$ cat src/rtl/fifo_param_pkg.sv
// fifo_param_pkg: width helpers, modulo pointer step and parameter legality for fifo_param.
package fifo_param_pkg;

    function automatic int ptr_width(input int depth);
        return ($clog2(depth) < 1) ? 1 : $clog2(depth);
    endfunction

    function automatic int count_width(input int depth);
        return ptr_width(depth + 1);
    endfunction

    // Explicit wrap so non-power-of-two depths never address past DEPTH-1.
    function automatic int next_ptr(input int ptr, input int depth);
        return (ptr == depth - 1) ? 0 : ptr + 1;
    endfunction

    function automatic bit params_ok(input int width, input int depth, input int af, input int ae);
        return width >= 1 && depth >= 2 && af >= 1 && af <= depth && ae >= 0 && ae <= depth - 1;
    endfunction

endpackage

$ cat src/rtl/fifo_param_mem.sv
// fifo_param_mem: DEPTH x WIDTH storage, one synchronous write port, one asynchronous read port.
module fifo_param_mem #(
    parameter int WIDTH = 8,
    parameter int DEPTH = 4,
    parameter int AW    = 2
) (
    input  logic             clk,
    input  logic             we,
    input  logic [AW-1:0]    waddr,
    input  logic [WIDTH-1:0] wdata,
    input  logic [AW-1:0]    raddr,
    output logic [WIDTH-1:0] rdata
);

    logic [WIDTH-1:0] mem [DEPTH];

    always_ff @(posedge clk)
        if (we) mem[waddr] <= wdata;

    assign rdata = mem[raddr];

endmodule

$ cat src/rtl/fifo_param.sv
// fifo_param: parametrised first-word-fall-through FIFO with count and almost flags.
// Define FIFO_PARAM_ERR_EN to build the sticky overflow/underflow flags and in_clear_err.
module fifo_param
    import fifo_param_pkg::*;
#(
    parameter int WIDTH    = 8,
    parameter int DEPTH    = 4,
    parameter int AF_LEVEL = DEPTH - 1,
    parameter int AE_LEVEL = 1
) (
    input  logic                       clk,
    input  logic                       rst,
    input  logic                       in_write_ctrl,
    input  logic [WIDTH-1:0]           in_write_data,
    input  logic                       in_read_ctrl,
    input  logic                       in_clear_err,
    output logic [WIDTH-1:0]           out_read_data,
    output logic                       out_is_full,
    output logic                       out_is_empty,
    output logic                       out_almost_full,
    output logic                       out_almost_empty,
    output logic [$clog2(DEPTH+1)-1:0] out_count,
    output logic                       out_overflow,
    output logic                       out_underflow
);

    localparam int PW = ptr_width(DEPTH);
    localparam int CW = $clog2(DEPTH + 1);

    if (!params_ok(WIDTH, DEPTH, AF_LEVEL, AE_LEVEL)) begin : g_bad_params
        $error("fifo_param: illegal WIDTH/DEPTH/AF_LEVEL/AE_LEVEL");
    end

    logic [PW-1:0] wr_ptr, rd_ptr;
    logic [CW-1:0] count;
    logic          full, empty, push_ok, pop_ok;

    assign full    = count == CW'(DEPTH);
    assign empty   = count == '0;
    // A push into a full FIFO is legal only when the head leaves on the same edge.
    assign push_ok = in_write_ctrl & (~full | in_read_ctrl);
    assign pop_ok  = in_read_ctrl & ~empty;

    always_ff @(posedge clk or posedge rst)
        if (rst) begin
            wr_ptr <= '0;
            rd_ptr <= '0;
            count  <= '0;
        end else begin
            if (push_ok) wr_ptr <= PW'(next_ptr(int'(wr_ptr), DEPTH));
            if (pop_ok) rd_ptr <= PW'(next_ptr(int'(rd_ptr), DEPTH));
            count <= count + CW'(push_ok) - CW'(pop_ok);
        end

    fifo_param_mem #(.WIDTH(WIDTH), .DEPTH(DEPTH), .AW(PW)) u_mem (
        .clk   (clk),
        .we    (push_ok),
        .waddr (wr_ptr),
        .wdata (in_write_data),
        .raddr (rd_ptr),
        .rdata (out_read_data)
    );

    assign out_is_full      = full;
    assign out_is_empty     = empty;
    assign out_almost_full  = count >= CW'(AF_LEVEL);
    assign out_almost_empty = count <= CW'(AE_LEVEL);
    assign out_count        = count;

`ifdef FIFO_PARAM_ERR_EN
    // A new violation outranks a clear arriving on the same edge.
    always_ff @(posedge clk or posedge rst)
        if (rst) begin
            out_overflow  <= 1'b0;
            out_underflow <= 1'b0;
        end else begin
            out_overflow  <= (in_write_ctrl & full & ~in_read_ctrl) | (out_overflow & ~in_clear_err);
            out_underflow <= (in_read_ctrl & empty) | (out_underflow & ~in_clear_err);
        end
`else
    logic unused_clear;
    assign unused_clear  = in_clear_err;
    assign out_overflow  = 1'b0;
    assign out_underflow = 1'b0;
`endif

endmodule

$ cat config.mk
export PLATFORM = sky130hd
export DESIGN_NAME = fifo_param
export DESIGN_NICKNAME = d
export VERILOG_FILES = /design/src/rtl/fifo_param_pkg.sv /design/src/rtl/fifo_param_mem.sv /design/src/rtl/fifo_param.sv
export SDC_FILE = /design/constraint.sdc
export NUM_CORES = 1
export LEC_CHECK = 0
export CELL_PAD_IN_SITES_DETAIL_PLACEMENT = 1
export CELL_PAD_IN_SITES_GLOBAL_PLACEMENT = 2
export CORE_AREA = 10 10 76 78
export DETAILED_ROUTE_END_ITERATION = 10
export DIE_AREA = 0 0 86 88
export GPL_ROUTABILITY_DRIVEN = 0
export PLACE_DENSITY_LB_ADDON = 0.05
export SYNTH_ARGS = -nofsm -noshare
export SYNTH_HDL_FRONTEND = slang
export SYNTH_SLANG_ARGS = --single-unit
$ cat constraint.sdc
create_clock -name clk -period 5.42 [get_ports clk]
set_input_delay 1.355 -clock clk [delete_from_list [all_inputs] [get_ports clk]]
set_output_delay 1.355 -clock clk [all_outputs]
set_load 0.02 [all_outputs]
==> results.json <==
{
  "dp_cells": 167,
  "rsz0062_at_grt": "false",
  "num_vias": 855,
  "final_common_cell": "edfxtp_1",
  "criticalPathCategory": "reg -> out",
  "hp-start": "wr_ptr[1]$_DFFE_PP0P_",
  "fp.dieW_um": 86,
  "synth-seq-cells": 39,
  "cap_violations": 0,
  "required_ns": 4.07,
  "path_max_fanout": 11,
  "tightest_slew_ns": 0.590,
  "timing.hold.ws_ns": 0.592,
  "yosysSeqAreaShare_pct": 67.4,
  "hpwlAfterDp_um": 2180,
  "ios": 30,
  "slowest_delay_ns": 0.72,
  "synth_top_flop_cell": "edfxtp_1",
  "power.density_nw_per_um2": 550,
  "syn_area_um2": 1690,
  "cp-startpoint": "rd_ptr[0]$_DFFE_PP0P_",
  "ctsHoldBuffers": 0,
  "preCtsSetupSlack_ns": 2.16,
  "cts-root-buf": "clkbuf_8",
  "crit_chain": "mux4_2, clkdlybuf4s50_1",
  "postCtsResizedCells": 0,
  "cts_tree": "built",
  "grt_antenna_before_repair": 0,
  "outcome": "finished clean",
  "yosys_warnings": 0,
  "grt_first_pass_wirelength_um": 4740,
  "cp_top_family": "flip-flops",
  "firstDrtPassIters": 2,
  "finalSetupViolations": 0,
  "cp_num_buf_inv": 1,
  "cts_sinks": 39,
  "htree_levels": 2,
  "async_flop_share_pct": 17.9,
  "fin_ws_ns": 1.91,
  "cp-end-kind": "output port",
  "path_clk_slew_ns": 0.07,
  "antenna_left": 0,
  "viasPerCell": 4.89,
  "drc": 0,
  "p_leak_nw": 0.776,
  "synth_area_leaders": "edfxtp_1, mux4_2, dfrtp_1",
  "min_period_over_period_pct": 64.8,
  "startpoint_type": "register",
  "drive_gt1_share_pct": 19.5,
  "hold_class": "reg -> reg",
  "finish.cell_count_without_fillers": 175,
  "start_util_pct": 39.2,
  "final.setup.tns_ns": 0,
  "ctsLongestPathBuffers": 2,
  "grt_start_max_net_pins": 13,
  "grt_pass1_vias": 955,
  "period_minus_slack_ns": 3.51,
  "die_area_um2": 7570,
  "max_slew_margin_pct": 60.7,
  "regToRegStartpoint": "out_count[1]$_DFF_PP0_",
  "hold_violations": 0,
  "die_h_um": 88,
  "antenna_cells": 0,
  "synth_edf_count": 32,
  "fin_nets": 146,
  "overflow": 0,
  "max_clock_freq_mhz": 285,
  "num_rows": 24,
  "cp_slowest_cell": "dfrtp_1",
  "io_buffers": 26,
  "area_growth_pct": 23.1,
  "core_area_um2": 4290,
  "mostFrequentLayoutCells": "edfxtp_1, clkdlybuf4s50_1, inv_1, ha_1, mux4_2",
  "drv_slew": 0,
  "wirelength_um": 2950,
  "numCtsBuffers": 5,
  "cts_setup_buffers": 0,
  "ir_worst_vdd_v": 0.000272,
  "synth_cells": 92,
  "clk-insertion-delay-late_ns": 0.29,
  "power_w": 0.00114,
  "yosys.area.top_type": "edfxtp_1",
  "track_usage_pct": 8.21,
  "synth_top_area_share_pct": 57.0,
  "crit_arrival_ns": 2.16,
  "drtIter0Drc": 42,
  "avgSynthCellArea_um2": 18.3,
  "wl_per_cell_um": 16.8,
  "fin_worst_skew_ns": 0.00653,
  "ys_types": 22
}
synth_stat cells, types with 2 or more instances:
cell	n
mux2_2	2
ha_1	10
nand2_1	2
mux2_4	2
edfxtp_1	32
and2_2	4
inv_1	10
dfrtp_1	7
mux4_2	8
nor2_1	2
buf_4	2
layout make-up:
class                           count  area (µm²)
Timing Repair Buffer               26         260
Multi-Input combinational cell     40         492
Inverter                           10        37.5
Tap cell                           52        65.1
Clock inverter                      3        15.0
Fill cell                         426        2220
Clock buffer                        5        68.8
Sequential cell                    39        1140
power breakdown:
group          leakage [nW]  internal (W)  switching [W]
Clock                0.0392     0.0000873      0.0000970
Sequential            0.376      0.000405      0.0000703
Combinational         0.361      0.000260       0.000223
registers in the layout (all words and copies together), names as in the netlist:
name	count
out_count	3
rd_ptr	2
u_mem.mem	32
wr_ptr	2
per-stage QoR:
| step | util [%] | cell area (µm²) |
|---|---|---|
| global route | 48.3 | 2070 |
| floorplan | - | 1690 |
| global placement | 46.4 | 1990 |
| CTS | 48.3 | 2070 |
| detailed placement | 46.4 | 1990 |
| finish | 48.3 | 2070 |
path summary, 6_finish.rpt:
path / to / slack, ns / cells past startpoint
min reg2reg: wr_ptr[1]$_DFFE_PP0P_ / 0.59 / 1
max: out_read_data[4] / 1.91 / 2
min in group asynchronous: out_count[0]$_DFF_PP0_ / 1.30 / 2
max in group asynchronous: rd_ptr[1]$_DFFE_PP0P_ / 3.90 / 2
min: wr_ptr[1]$_DFFE_PP0P_ / 0.59 / 1
max reg2reg: out_count[1]$_DFF_PP0_ / 3.29 / 7
cells by family (layout without fill, tap and decap cells):
kind of cell	Yosys count	in the layout	share of synthesized area (%)
flip-flops	39	39	67.4
buffers and inverters	14	44	3.64
multiplexers	12	12	13.8
adder cells (fa/ha/maj)	11	11	8.61
AND/OR/NAND/NOR	11	11	4.01
AO/OA/AOI/OAI	3	3	1.78
other	1	2	0.223
XOR/XNOR	1	1	0.520
routing by layer:
layer  up-vias  wire length [µm]  track usage [%]
met5         -                 0                0
met4         0                37             2.69
met3         4               180             4.09
met2        19              1600             14.8
met1       439              1120             8.01
li1        393                 -                -
Power figures use the tool's default switching activity.
